### config.mk
export PLATFORM = sky130hd
export DESIGN_NAME = dispatcher_rr_n
export DESIGN_NICKNAME = d
export VERILOG_FILES = /design/src/rtl/dispatcher_pkg.sv /design/src/rtl/rr_pick_n.sv /design/src/rtl/dispatcher_rr_n.sv
export SDC_FILE = /design/constraint.sdc
export NUM_CORES = 1
export LEC_CHECK = 0
export ABC_AREA = 1
export BUFFER_PORTS_ARGS = -buffer_cell sky130_fd_sc_hd__clkbuf_2
export CAP_MARGIN = 20
export CORE_MARGIN = 2
export CORE_UTILIZATION = 50
export DETAILED_ROUTE_END_ITERATION = 6
export PLACE_DENSITY = 0.86
export REMOVE_ABC_BUFFERS = 1
export SETUP_SLACK_MARGIN = 0.15
export SYNTH_ARGS = -nofsm -noshare
export SYNTH_HDL_FRONTEND = slang
export SYNTH_HIERARCHICAL = 1
export SYNTH_SLANG_ARGS = --single-unit
### constraint.sdc
create_clock -name clk -period 3.5 [get_ports clk]
set_clock_uncertainty 0.1 [all_clocks]
set_input_delay 0.35 -clock clk [delete_from_list [all_inputs] [get_ports clk]]
set_output_delay 0.35 -clock clk [all_outputs]
set_load 0.02 [all_outputs]
### src/rtl/dispatcher_pkg.sv
// rtl/dispatcher_pkg.sv - shared state type and pointer-width helper for the round-robin dispatcher
package dispatcher_pkg;

  typedef enum logic [1:0] {ST_EMPTY, ST_ONE, ST_TWO} disp_state_t;

  function automatic int ptr_w(input int n);
    return (n > 1) ? $clog2(n) : 1;
  endfunction

endpackage

### src/rtl/rr_pick_n.sv
// rtl/rr_pick_n.sv - combinational round-robin picker: first set candidate at or after start, wrapping
module rr_pick_n
  import dispatcher_pkg::*;
#(
  parameter int N     = 2,
  parameter int PTR_W = ptr_w(N)
) (
  input  logic [N-1:0]     cand,
  input  logic [PTR_W-1:0] start,
  output logic [PTR_W-1:0] pick,
  output logic             found
);

  logic [N-1:0] rot;
  int           off;
  int           sum;

  // Rotate so that start lands on bit 0, take the lowest set bit, then rotate back.
  always_comb begin
    rot   = N'({cand, cand} >> start);
    off   = 0;
    found = 1'b0;
    for (int k = N - 1; k >= 0; k--) begin
      if (rot[k]) begin
        off   = k;
        found = 1'b1;
      end
    end
    sum = int'(start) + off;
    if (sum >= N) sum = sum - N;
    pick = PTR_W'(sum);
  end

endmodule

### src/rtl/dispatcher_rr_n.sv
// rtl/dispatcher_rr_n.sv - 1-to-N round-robin stream dispatcher with registered output and one-entry skid
module dispatcher_rr_n
  import dispatcher_pkg::*;
#(
  parameter int DWIDTH = 16,
  parameter int N      = 2
) (
  input  logic              clk,
  input  logic              rst,
  input  logic              in_valid,
  input  logic [DWIDTH-1:0] in_data,
  output logic              in_ready,
  output logic              out_valid [N-1:0],
  output logic [DWIDTH-1:0] out_data  [N-1:0],
  input  logic              out_ready [N-1:0]
);

  localparam int PTR_W = ptr_w(N);

  disp_state_t       state_q, state_d;
  logic [DWIDTH-1:0] oreg_q, oreg_d, skid_q, skid_d;
  logic [PTR_W-1:0]  sel_q, sel_d, ptr_q, ptr_d;
  logic [PTR_W-1:0]  start, pick, next_sel;
  logic [N-1:0]      ready_q, ready_vec;
  logic              in_ready_q, found, sel_ready;
  logic              in_fire, out_fire;
  logic              load_oreg, load_skid, oreg_from_skid;
  int                start_i;

  always_comb begin
    ready_vec = '0;
    sel_ready = 1'b0;
    for (int i = 0; i < N; i++) begin
      ready_vec[i] = out_ready[i];
      if (sel_q == PTR_W'(i)) sel_ready = out_ready[i];
    end
  end

  assign in_fire  = in_valid & in_ready_q;
  assign out_fire = (state_q != ST_EMPTY) & sel_ready;

  // Search begins one past the last winner; stale ready_q keeps outputs free of ready paths.
  always_comb begin
    start_i = int'(ptr_q) + 1;
    if (start_i >= N) start_i = 0;
    start = PTR_W'(start_i);
  end

  rr_pick_n #(.N(N), .PTR_W(PTR_W)) u_pick (
    .cand  (ready_q),
    .start (start),
    .pick  (pick),
    .found (found)
  );

  assign next_sel = found ? pick : start;

  always_ff @(posedge clk or negedge rst) begin
    if (!rst) begin
      state_q    <= ST_EMPTY;
      oreg_q     <= '0;
      skid_q     <= '0;
      sel_q      <= '0;
      ptr_q      <= PTR_W'(N - 1);
      ready_q    <= '0;
      in_ready_q <= 1'b1;
    end else begin
      state_q    <= state_d;
      oreg_q     <= oreg_d;
      skid_q     <= skid_d;
      sel_q      <= sel_d;
      ptr_q      <= ptr_d;
      ready_q    <= ready_vec;
      in_ready_q <= (state_d != ST_TWO);
    end
  end

  always_comb begin
    state_d        = state_q;
    load_oreg      = 1'b0;
    load_skid      = 1'b0;
    oreg_from_skid = 1'b0;
    case (state_q)
      ST_EMPTY: begin
        if (in_fire) begin
          state_d   = ST_ONE;
          load_oreg = 1'b1;
        end
      end
      ST_ONE: begin
        if (in_fire && !out_fire) begin
          state_d   = ST_TWO;
          load_skid = 1'b1;
        end else if (out_fire && !in_fire) begin
          state_d = ST_EMPTY;
        end else if (in_fire && out_fire) begin
          load_oreg = 1'b1;
        end
      end
      ST_TWO: begin
        if (out_fire) begin
          state_d        = ST_ONE;
          oreg_from_skid = 1'b1;
        end
      end
      default: state_d = ST_EMPTY;
    endcase
  end

  // A fresh target is chosen only when oreg takes a new item; otherwise sel stays frozen.
  always_comb begin
    oreg_d = oreg_q;
    skid_d = skid_q;
    sel_d  = sel_q;
    ptr_d  = ptr_q;
    if (load_oreg) oreg_d = in_data;
    else if (oreg_from_skid) oreg_d = skid_q;
    if (load_skid) skid_d = in_data;
    if (load_oreg || oreg_from_skid) begin
      sel_d = next_sel;
      ptr_d = next_sel;
    end
  end

  always_comb begin
    in_ready = in_ready_q;
    for (int i = 0; i < N; i++) begin
      out_valid[i] = (state_q != ST_EMPTY) && (sel_q == PTR_W'(i));
      out_data[i]  = oreg_q;
    end
  end

endmodule

==> key figures <==
Yosys
  – FF+latch count, synth: 39
  – Post-synthesis cell count: ~220
  – Average size of a mapped cell: 9.03 µm²
  – Post-synth top area cell: dfrtp_1
  – Syn Std Cell Area: around 0.002 mm²
  – Post-synthesis cell type count: 20
  – Ys Warns: 6
  – Largest cells by area after synthesis: dfrtp_1, nand3_1, buf_4
  – Top cell type's share of synthesized area: 0.473
  – Sequential-to-total area share from yosys stat: 0.499

Worst setup path
  – Most used cell, CP: nand3_1
  – CP max stage delay: between 0.5 and 0.6 ns
  – Worst path bufs/invs: 0
  – Worst setup SP type: flip-flop
  – CP Max Fanout: 20
  – CP delay by family, top: simple AND/OR/NAND/NOR gates
  – WP data required: 3.58 ns
  – Crit path cell chain: nand2_2 -> nor2_4 -> nand2_1 -> nand3_1 -> nand3_1
  – CP Capture Type: flip-flop
  – Arr. time, crit path: 2.15 ns
  – Crit path kind: flip-flop to flip-flop
  – Slowest-stage cell, CP: dfstp_2

Floorplan
  – Die W: 66.6 µm
  – I/O pin cnt: 56
  – Initial Utilization: 0.527
  – Die height: 66.6 µm
  – Core ar.: ~0.0037 mm²
  – Num rows: 22
  – Die area: 0.00444 mm²

Clocking
  – Worst skew pair latency: roughly 0.3 ns
  – CTS H-tree lvls: 2
  – Cts hold-fix bufs: 0
  – Clock Pin Slew Worst Setup and Hold Paths: roughly 0.080 ns
  – CTS tree: yes
  – Cts repair resizes: 0
  – Clock Tree Buf Depth: 2
  – CTS Buf Count: 5
  – Root buffer cell: clkbuf_8
  – Post-CTS setup buffers: 0
  – Clock sinks: 39

Route
  – Number of detailed-route iterations in the first pass: 4
  – Routed len/inst: 14.0 µm
  – Detail Route Antenna Nets: 0
  – DRC viols: 0
  – Detailed Route WL: 4210 µm
  – Vias per cell: 5.49
  – DR vias: 1647
  – Starting DRT DRC Count: between 150 and 200

Timing
  – Slew headroom: 0.368
  – Hold Fails Final Rpt: 0
  – Tightest Pin Transition: 0.948 ns
  – Tmin final: about 2.1 ns
  – Tcrit/Tclk final: 0.590
  – RSZ-0062 raised after global routing: false
  – Worst hold slack: 0.0813 ns
  – Final setup viols: 0
  – Maximum achievable frequency: 484 MHz
  – Post-route setup TNS: 0 ns
  – Max Slew Vio Count: 0

Global route
  – Total global-route track usage: 0.212
  – Vias in the first global route: around 1500
  – First-pass GRT wire length: 6930 µm
  – Initial antenna violation count: 0
  – Total grt overflow: 0
  – Largest net degree at the start of global routing: 40

Run status
  – Status: completed

Finish
  – Fraction of layout cells with a size suffix above 1: 0.313
  – Layout area overhead: 10.5%
  – Nets@finish: 272
  – N_diodes: 0
  – Most frequent cells in the layout: nand3_1, clkbuf_2, nand2_1, dfrtp_1
  – FILL cells: 328
  – Commonest non-fill, non-tap cell in the layout: nand3_1

Placement
  – PortBufs: 55
  – DP HPWL: about 2700 µm
  – Placer Congestion: 0.750

Pwr
  – Pwr dens: 1000 mW/mm²
  – IR drop worst, VDD: just over 0.0003 V
  – P_leak: 0.00116 µW

Worst hold path
  – Hold crit path type: input pin to flip-flop

Flow run
  – Max-Cap Viols: 0
cells by family after synthesis:
kind of cell,Yosys count,synth area share
buf+inv,34,0.122
compound gates,3,0.00766
flops,39,0.499
simple gates,141,0.371
cells in the mapped netlist:
cell type	instances
buf_6	3
buf_2	3
nand3_1	83
inv_1	3
buf_4	22
dfrtp_1	37
dfstp_2	2
nor2_1	4
nand2_4	3
inv_4	1
nand2_2	5
a21oi_1	1
inv_2	2
nor2_8	2
o21ai_0	2
nand2_1	40
nand4_1	1
nand3_4	1
or2_1	1
nor2_4	1
sequential cells by signal, summed over array words and instances, names as in the netlist:
register and count:
oreg_q 16, skid_q 16, ready_q 2, state_q 2, in_ready 1, ptr_q 1, sel_q 1
per-layer routing:
metal	routed length (µm)	GRT usage
met1	1720	0.261
met5	0	0
met3	299	0.0591
met2	2120	0.346
met4	71	0.0918
metrics by stage:
step | worst slack, ns | instance area, µm² | utilization | std cells | power, µW
final | 1.44 | 2170 | 0.583 | 300 | 2170
after global routing | 1.26 | 2170 | 0.583 | 300 | 2330
after CTS | 1.45 | 2170 | 0.583 | 300 | 2180
after detailed placement | 1.46 | 2080 | 0.560 | 292 | 1880
after global placement | 1.53 | 2080 | 0.560 | 292 | 1840
after floorplan | 1.75 | 1750 | - | 189 | 1520
path summary, 6_finish.rpt:
check                              from    endpoint  slack (ns)  cells after the start
min in group asynchronous           rst  ready_q[1]        0.09                      1
max in group asynchronous           rst   skid_q[6]        2.62                      1
max                            in_ready  oreg_q[11]        1.44                      5
min                        out_ready[1]  ready_q[1]        0.08                      1
min reg2reg                  skid_q[12]  skid_q[12]        0.38                      2
max reg2reg                    in_ready  oreg_q[11]        1.44                      5
power by group:
| group | internal, µW | total (µW) | leakage, µW | switching, µW |
|---|---|---|---|---|
| clock network | 139 | 299 | 0.0000412 | 160 |
| registers | 661 | 822 | 0.000482 | 161 |
| logic | 323 | 1050 | 0.000642 | 727 |
| total | 1120 | 2170 | 0.00116 | 1050 |
layout make-up:
type | count | area [µm²] | share of cell area
clock buffer | 6 | 72.6 | 0.0335
clock inverter | 2 | 12.5 | 0.00578
inverter | 6 | 25.0 | 0.0116
multi-input combinational | 144 | 742 | 0.343
sequential | 39 | 978 | 0.452
tap | 48 | 60.1 | 0.0277
timing repair buffer | 55 | 275 | 0.127
worst register-to-register path: stages (launching register included):
cell and delay [ns]:
dfstp_2 0.54, nand2_2 0.12, nor2_4 0.36, nand2_1 0.52
nand3_1 0.23, nand3_1 0.09
Note: power is estimated with default switching activity, not from simulation.
